--- config.mk ---
export PLATFORM = sky130hd
export DESIGN_NAME = led_share_arbiter
export DESIGN_NICKNAME = d
export VERILOG_FILES = /design/src/rtl/led_arb_pkg.sv /design/src/rtl/led_share_arbiter_rr_pick.sv /design/src/rtl/led_share_arbiter.sv
export SDC_FILE = /design/constraint.sdc
export NUM_CORES = 1
export LEC_CHECK = 0
export BUFFER_PORTS_ARGS = -buffer_cell sky130_fd_sc_hd__buf_4
export CORE_MARGIN = 1
export CORE_UTILIZATION = 51
export CTS_BUF_LIST = sky130_fd_sc_hd__clkbuf_16
export CTS_CLUSTER_SIZE = 24
export DETAILED_ROUTE_END_ITERATION = 7
export HOLD_SLACK_MARGIN = 0.15
export PLACE_DENSITY = 0.84
export SLEW_MARGIN = 20
export SYNTH_ARGS = -nofsm -noshare
export SYNTH_HDL_FRONTEND = slang
export SYNTH_SLANG_ARGS = --single-unit
--- constraint.sdc ---
create_clock -name clk -period 5.9 [get_ports clk]
set_input_delay 0.59 -clock clk [delete_from_list [all_inputs] [get_ports clk]]
set_output_delay 0.59 -clock clk [all_outputs]
set_load 0.005 [all_outputs]
--- src/rtl/led_arb_pkg.sv ---
// Shared definitions for the LED display-sharing arbiters.
// Contents:
//   arb_state_t       ownership state of the display (idle / minimum slice running / preemptible)
//   IDLE_VAL_DEFAULT  value shown on the LEDs when nobody owns the display
//   clog2, idx_width  constant helpers for sizing pointers and counters
package led_arb_pkg;

  typedef enum logic [1:0] {
    ST_IDLE = 2'd0,
    ST_HOLD = 2'd1,
    ST_OPEN = 2'd2
  } arb_state_t;

  localparam logic [7:0] IDLE_VAL_DEFAULT = 8'h00;

  // Ceiling log2, usable in parameter expressions.
  function automatic int clog2(input int value);
    int result;
    result = 0;
    while ((1 << result) < value) begin
      result = result + 1;
    end
    return result;
  endfunction

  // Width needed to hold 0..value-1, never less than one bit.
  function automatic int idx_width(input int value);
    return (clog2(value) < 1) ? 1 : clog2(value);
  endfunction

endpackage

--- src/rtl/led_share_arbiter_rr_pick.sv ---
// Combinational round-robin picker.
// Searches the candidate vector (req with the exclude mask removed) starting at
// position ptr and wrapping around, and returns the first hit as a one-hot pick.
// Ports:
//   req      N     request vector
//   ptr      PW    index searched first
//   exclude  N     requesters that must not be picked (e.g. the current owner)
//   pick     N     one-hot winner, zero when nothing qualifies
//   valid    1     high when pick is non-zero
module rr_pick #(
  parameter int N  = 4,
  parameter int PW = 2
) (
  input  logic [N-1:0]  req,
  input  logic [PW-1:0] ptr,
  input  logic [N-1:0]  exclude,
  output logic [N-1:0]  pick,
  output logic          valid
);

  logic [N-1:0]   cand;
  logic [2*N-1:0] cand_dbl;
  logic [N-1:0]   rot;
  logic [N-1:0]   first;
  logic [2*N-1:0] first_dbl;

  assign cand     = req & ~exclude;
  assign cand_dbl = {cand, cand};

  // Rotate the candidates so that position ptr lands on bit 0; a plain
  // lowest-set-bit search on the rotated vector is then a wrapping search.
  assign rot = N'(cand_dbl >> ptr);

  // Lowest set bit of the rotated candidates.
  always_comb begin
    first = '0;
    valid = 1'b0;
    for (int k = 0; k < N; k++) begin
      if (!valid && rot[k]) begin
        first[k] = 1'b1;
        valid    = 1'b1;
      end
    end
  end

  // Rotate the one-hot result back into requester numbering.
  assign first_dbl = {first, first} << ptr;
  assign pick      = N'(first_dbl >> N);

endmodule

--- src/rtl/led_share_arbiter.sv ---
// Time-slicing arbiter sharing the 8-LED display bank between NREQ requesters.
// Grants are round-robin; a new owner keeps the display for at least HOLD_TICKS
// strobes of taps[TAP_SEL] before a waiting requester may take over, but may
// give it up voluntarily at any time by dropping its request.
// Ports:
//   clk      1        system clock
//   rst_n    1        asynchronous active-low reset
//   taps     NTAPS    timebase strobes, single-cycle pulses
//   req      NREQ     per-requester request level
//   data     NREQ*8   per-requester display byte, requester i at [8i+7:8i]
//   gnt      NREQ     one-hot grant, zero when idle
//   led_val  8        registered display value for the led8 driver
//   busy     1        high while any requester owns the display
module led_share_arbiter
  import led_arb_pkg::*;
#(
  parameter int         NREQ       = 4,
  parameter int         NTAPS      = 7,
  parameter int         TAP_SEL    = 4,
  parameter int         HOLD_TICKS = 3,
  parameter logic [7:0] IDLE_VAL   = IDLE_VAL_DEFAULT
) (
  input  logic              clk,
  input  logic              rst_n,
  input  logic [NTAPS-1:0]  taps,
  input  logic [NREQ-1:0]   req,
  input  logic [NREQ*8-1:0] data,
  output logic [NREQ-1:0]   gnt,
  output logic [7:0]        led_val,
  output logic              busy
);

  localparam int PW = idx_width(NREQ);
  localparam int CW = idx_width(HOLD_TICKS + 1);
  localparam logic [CW:0] HOLD_LIM = (CW + 1)'(HOLD_TICKS);
  localparam arb_state_t GRANT_STATE = (HOLD_TICKS == 0) ? ST_OPEN : ST_HOLD;

  arb_state_t      state, state_n;
  logic [NREQ-1:0] gnt_n;
  logic [7:0]      led_n;
  logic [PW-1:0]   ptr, ptr_n, pick_idx, next_ptr;
  logic [CW-1:0]   cnt, cnt_n;
  logic [CW:0]     cnt_inc;
  logic [NREQ-1:0] pick;
  logic            pick_valid;
  logic            tick;
  logic            owner_req;
  logic            take;
  logic            unused_taps;

  assign tick        = taps[TAP_SEL];
  assign unused_taps = ^taps;
  assign owner_req   = |(gnt & req);
  assign cnt_inc     = {1'b0, cnt} + (CW + 1)'(1);
  assign busy        = |gnt;

  // The pointer always sits just after the current owner, so excluding the
  // owner lets one picker serve both the idle search and every handover.
  rr_pick #(
    .N  (NREQ),
    .PW (PW)
  ) u_pick (
    .req     (req),
    .ptr     (ptr),
    .exclude (gnt),
    .pick    (pick),
    .valid   (pick_valid)
  );

  // Index of the picked requester, used to advance the pointer past it.
  always_comb begin
    pick_idx = '0;
    for (int i = 0; i < NREQ; i++) begin
      if (pick[i]) begin
        pick_idx = PW'(i);
      end
    end
    next_ptr = (pick_idx == PW'(NREQ - 1)) ? '0 : pick_idx + PW'(1);
  end

  // Next-state logic. A voluntary release is evaluated before any slice
  // counting, so a tick arriving together with a release is simply dropped.
  // When the tick that completes the minimum slice arrives while someone else
  // is waiting, the handover happens on that same edge rather than a cycle
  // later in OPEN. Every new grant funnels through 'take', which clears the
  // counter, so a tick coinciding with the grant edge is never counted.
  always_comb begin
    state_n = state;
    gnt_n   = gnt;
    ptr_n   = ptr;
    cnt_n   = cnt;
    take    = 1'b0;
    unique case (state)
      ST_IDLE: begin
        take = pick_valid;
      end
      ST_HOLD, ST_OPEN: begin
        if (!owner_req) begin
          if (pick_valid) begin
            take = 1'b1;
          end else begin
            state_n = ST_IDLE;
            gnt_n   = '0;
            cnt_n   = '0;
          end
        end else begin
          if (state == ST_HOLD && tick) begin
            cnt_n = cnt_inc[CW-1:0];
            if (cnt_inc >= HOLD_LIM) begin
              state_n = ST_OPEN;
            end
          end
          if (state_n == ST_OPEN && pick_valid) begin
            take = 1'b1;
          end
        end
      end
      default: begin
        state_n = ST_IDLE;
        gnt_n   = '0;
        cnt_n   = '0;
      end
    endcase
    if (take) begin
      gnt_n   = pick;
      ptr_n   = next_ptr;
      cnt_n   = '0;
      state_n = GRANT_STATE;
    end
  end

  // Display value follows whoever will own the display after this edge, so
  // gnt and led_val always change together.
  always_comb begin
    led_n = IDLE_VAL;
    for (int i = 0; i < NREQ; i++) begin
      if (gnt_n[i]) begin
        led_n = data[8*i +: 8];
      end
    end
  end

  // State, grant, pointer, counter and display registers.
  always_ff @(posedge clk or negedge rst_n) begin
    if (!rst_n) begin
      state   <= ST_IDLE;
      gnt     <= '0;
      led_val <= IDLE_VAL;
      ptr     <= '0;
      cnt     <= '0;
    end else begin
      state   <= state_n;
      gnt     <= gnt_n;
      led_val <= led_n;
      ptr     <= ptr_n;
      cnt     <= cnt_n;
    end
  end

endmodule

Yosys cells after proc, flatten, opt, wreduce, memory -nomap -nowiden --
Index checks and enable logic that the tools add are counted.
Word-level totals: bits in read-only memories 0, memories kept 0, memory bits (writable) 0, latch bits 0, flip-flop bits (word level) 18, bits of input ports 45
Cells by class: muxes and demuxes 35, $lt $le $gt $ge 1, reduce and logical (&&, ||, !) cells 14, add/subtract/negate cells 2, $mul 0, bitwise logic cells 3, divide/modulo/power cells 0, eq/ne operators 7, shift-type cells 2
Operator list (number):
- 8-bit two-way mux | 4
- 2-bit two-way mux | 13
- 4-bit two-way mux | 3
- 1-bit two-way mux | 11
- 4-bit bitwise AND | 2
- 4-bit != test (second input constant) | 2
- 2-bit one-hot mux with 2 select lines | 2
- 4-bit one-hot mux with 2 select lines | 1
- 4-bit OR reduction | 2
- 8-bit by 2-bit left shift with 8-bit output | 1
- 8-bit by 2-bit right shift with 4-bit output | 1
- 2-bit equality test (second input constant) | 3
- 1-bit logical AND | 5
- 4-bit inverter | 1
- 2-bit by 1-bit adder with 3-bit output (second input constant) | 1
- 3-bit by 2-bit greater-or-equal comparator with 1-bit output (second input constant) | 1
- 1-bit zero test | 3
- 3-bit AND reduction | 1
- 2-bit by 1-bit adder with 2-bit output (second input constant) | 1
- 2-bit by 1-bit equality test with 1-bit output (second input constant) | 1
- 2-bit zero test | 1
- 2-bit != test (second input constant) | 1
- 1-bit one-hot mux with 2 select lines | 1
- 2-bit AND reduction | 1
- 2-bit OR reduction | 1

Longest topological paths before layout --
depth in word-level cells 22, mapped depth 10, depth with buffers taken out 9

By module --
Synthesis repeated with hierarchy kept, for this count alone.
Unflattened totals: cell total of the unflattened synthesis 140, area total of the unflattened synthesis 1338.8 µm²
Modules (own cells, without submodules):
- led_share_arbiter | times used 1, sequential area each 450.4 µm², cells each 117, area an instance 1148.6 µm²
- rr_pick | times used 1, sequential area each 0.0 µm², cells each 23, area an instance 190.2 µm²

Worst setup path before layout --
Ideal clock, no wire load.
kind register -> register, from reg state[0], to reg led_val[2], data required time 5.805 ns, setup time 0.095 ns, path buffers 1, arrival 2.117 ns, cell stages (with the launch flop) 10, setup slack 3.687 ns, cells stage by stage dfrtp_1 ha_1 and3_1 a2111oi_4 nand2b_1 buf_6 mux2_4 inv_4 a221oi_1 o31ai_1
Between the ends: elaborated cells on any way between the ends 20
RTL lines:
- start, declared | line led_share_arbiter.sv:38 | arb_state_t state, state_n;
- start signal, assigned | line led_share_arbiter.sv:152 | state <= state_n;
- 2-bit by 1-bit equality test with 1-bit output | line led_share_arbiter.sv:93, led_share_arbiter.sv:107
- 1-bit logical AND | line led_share_arbiter.sv:107 | if (state == ST_HOLD && tick) begin
- 2-bit two-way mux | line led_share_arbiter.sv:107
- 2-bit two-way mux | line led_share_arbiter.sv:98 | if (!owner_req) begin
- 2-bit two-way mux | line led_share_arbiter.sv:93 | unique case (state)
- 2-bit equality test | line led_share_arbiter.sv:113 | if (state_n == ST_OPEN && pick_valid) begin
- 1-bit logical AND | line led_share_arbiter.sv:113
- 1-bit two-way mux | line led_share_arbiter.sv:113
- 1-bit two-way mux | line led_share_arbiter.sv:98
- 1-bit one-hot mux with 2 select lines | line led_share_arbiter.sv:93
- 4-bit two-way mux * | line led_share_arbiter.sv:124 | if (take) begin
- via gnt_n[2] | line led_share_arbiter.sv:39 | logic [NREQ-1:0] gnt_n;
- 8-bit two-way mux * (2 in series) | line led_share_arbiter.sv:137 | if (gnt_n[i]) begin
- via led_n[2] | line led_share_arbiter.sv:40 | logic [7:0] led_n;
- end signal, assigned | line led_share_arbiter.sv:154 | led_val <= led_n;
- end, declared | line led_share_arbiter.sv:29 | output logic [7:0] led_val,
Mark *: on every way through the listed nets, which the timed path passes. The rest lies on a longest branch. The select of a mux whose other input is x is not followed. A chain may end at the register's enable or synchronous reset.

Final worst setup path --
from reg state[0], to reg led_val[1]
Between the ends: word-level cells in the longest chain between the ends 15, elaborated cells on any way between the ends 20
RTL lines (line):
- 2-bit by 1-bit equality test with 1-bit output | led_share_arbiter.sv:93, led_share_arbiter.sv:107
- 1-bit logical AND | led_share_arbiter.sv:107
- 2-bit two-way mux | led_share_arbiter.sv:107
- 2-bit two-way mux | led_share_arbiter.sv:98
- 2-bit two-way mux | led_share_arbiter.sv:93
- 2-bit equality test | led_share_arbiter.sv:113
- 1-bit logical AND | led_share_arbiter.sv:113
- 1-bit two-way mux | led_share_arbiter.sv:113
- 1-bit two-way mux | led_share_arbiter.sv:98
- 1-bit one-hot mux with 2 select lines | led_share_arbiter.sv:93
- 4-bit two-way mux * | led_share_arbiter.sv:124
- 8-bit two-way mux (3 in series) | led_share_arbiter.sv:137
- 8-bit two-way mux * | led_share_arbiter.sv:137
- via led_n[1] | led_share_arbiter.sv:40
Marks and branches as above.

==> results.py <==
metrics = {
    "drt": {
        "first_iter_violations": 40,
        "routed_wl_mm": 3.18,
        "drc": 0,
        "wl_met3_um": 208,
        "route.met2.wl_mm": 1.55,
        "vias": 1277,
        "routed.top_layer": "met4",
        "m1WireLength_mm": 1.36,
        "ant_nets": 0,
        "wl_per_cell_um": 14.7,
        "drt_pass1_iterations": 4,
        "viasPerCell": 5.88,
    },
    "status": {
        "status": "completed",
    },
    "worst_setup_path": {
        "critPathKind": "register to register",
        "worstSetupEndpointType": "register",
        "startpoint_type": "register",
        "cp_data_required_time_ps": 5990,
        "crit_path_max_fanout": 17,
        "critPathArrivalTime_ps": 2860,
    },
    "place": {
        "dp_hpwl_mm": 2.41,
        "gp_congestion": 0.834,
        "portBuffers": 51,
    },
    "clock_tree": {
        "post_cts_resized": 0,
        "cts_made_buffers": 3,
        "clock_path_buffers": 2,
        "cts_tree": "built",
        "path_clk_slew_ps": 50,
        "clock_latency_ps": 250,
        "clockRootBuffer": "clkbuf_16",
        "cts_max_level": 1,
        "cts_setup_buffers": 0,
        "ctsHoldBuffers": 0,
        "clock_sinks": 18,
    },
    "min_path": {
        "min_path_type": "primary input to async pin",
    },
    "cells_and_area": {
        "layout-drive-gt1-share_pct": 35.8,
        "antenna_cells": 0,
        "area_delta_synth_final_pct": 33.8,
        "nFillCells": 164,
        "fin_util_pct": 71.6,
        "final_common_cell": "buf_4",
        "final_cell_mix": "51 x buf_4, 22 x nand2_1, 18 x dfrtp_1",
        "nNetsFinal": 236,
    },
    "floorplanning": {
        "rows": 18,
        "core_region_area_um2": 2450,
        "die_y_um": 52.7,
        "io-pin-count": 58,
        "start_util_pct": 53.5,
        "die_x_um": 52.7,
        "die_area_um2": 2780,
    },
    "sta": {
        "fin_crit_sh_pct": 46.9,
        "fmax_mhz": 362,
        "rsz0062_at_grt": "no",
        "tightestPinTransition_ps": 812,
        "clock_skew_ps": 2.21,
        "drv_slew": 0,
        "relSlewSlack_pct": 44.8,
        "fin_tns_setup_ps": 0,
        "hold_viol": 0,
        "setup_viol": 0,
        "min_period_ps": 2770,
    },
    "yosys": {
        "synthesis.area_um2": 1310,
        "ys.flop_type": "dfrtp_1",
        "synth_edf_count": 0,
        "seq_area_frac_synth_pct": 34.3,
        "synth_cell_types": 43,
        "synthesis.nets": 187,
        "yosys_warnings": 0,
        "synth.avg_cell_area_um2": 9.44,
        "netlist_instances": 139,
        "synthArstFlopShare_pct": 100,
        "ys_seq_elements": 18,
    },
    "global_routing": {
        "grt_overflow_total": 0,
        "grt_pass1_vias": 1192,
        "antenna_found_initial": 0,
        "track_usage_pct": 25.3,
        "grt_first_pass_wirelength_mm": 5.09,
        "grt_max_degree": 19,
    },
    "run": {
        "drv_cap": 0,
    },
    "power": {
        "p_leak_nw": 0.804,
        "ir_worst_vdd_mv": 0.357,
        "powerDensity_nw_per_um2": 534,
    },
}
-- kinds of logic (layout without fill, tap and decap cells) --
logic type,after synthesis,after routing,share of synthesized area [%]
simple gates,55,55,19.5
compound gates,45,45,31.9
flops,18,18,34.3
buf+inv,13,61,6.10
fa+ha+maj,3,3,2.86
mux,3,3,3.91
xor+xnor,2,2,1.33
-- per-stage QoR --
stage               total power [mW]  hold slack (ps)  std cells  cell area (um^2)  worst slack (ps)
floorplan                      0.667              294        139              1310              3690
global placement               0.779              463        213              1680              3130
detailed placement             0.803              470        213              1680              3060
CTS                            0.942              205        217              1760              3130
global route                    1.02              211        217              1760              2920
finish                         0.938              196        217              1760              3130
-- power by group --
part | total (mW) | leakage, nW | switching (mW) | internal (mW)
registers | 0.224 | 0.228 | 0.0465 | 0.177
clock network | 0.136 | 0.0385 | 0.0454 | 0.0901
logic | 0.579 | 0.537 | 0.307 | 0.273
total | 0.938 | 0.804 | 0.399 | 0.540
-- state kept, by name (all words and copies together) (netlist names) --
name / flops
gnt: 4
cnt: 2
state: 2
led_val: 8
ptr: 2
-- synthesized netlist by cell type, types with 4 or more instances --
| library cell | number | area [um^2] |
|---|---|---|
| nor2_1 | 13 | 48.8 |
| nand3_1 | 4 | 20.0 |
| a221oi_1 | 6 | 52.6 |
| dfrtp_1 | 18 | 450 |
| a21oi_1 | 5 | 25.0 |
| inv_1 | 5 | 18.8 |
| o31ai_1 | 10 | 75.1 |
| nand2_1 | 22 | 82.6 |
| nand2b_1 | 5 | 31.3 |
-- cell type report --
type / instances / area [um^2] / area share, %
clock buffer: 3 / 75.1 / 4.27
timing repair buffer: 51 / 383 / 21.8
multi-input combinational: 108 / 782 / 44.5
tap: 30 / 37.5 / 2.14
sequential: 18 / 450 / 25.6
clock inverter: 1 / 3.75 / 0.214
inverter: 6 / 25.0 / 1.42
-- layer usage --
layer / up-vias / GRT usage [%]
li1: 619 / -
met1: 589 / 31.4
met2: 62 / 42.2
met3: 7 / 4.64
met4: 0 / 11.4
met5: - / 0
-- critical path: stages (launching register included) --
cell and delay, ps:
dfrtp_1 430, ha_1 230, and3_1 170, a2111oi_4 360, nand2b_1 450, mux2i_2 760, o31ai_1 210
-- worst paths after layout --
path / end / startpoint / depth (start not counted) / slack, ps
setup / recovery: led_val[1] / state[0] / 6 / 3130
hold / removal: ptr[1] / rst_n / 1 / 200
setup reg to reg: led_val[1] / state[0] / 6 / 3130
hold reg to reg: cnt[0] / cnt[0] / 2 / 570
max in group asynchronous: cnt[1] / rst_n / 1 / 5510
min in group clk: led_val[4] / data[28] / 3 / 540
Power figures use the tool's default switching activity.
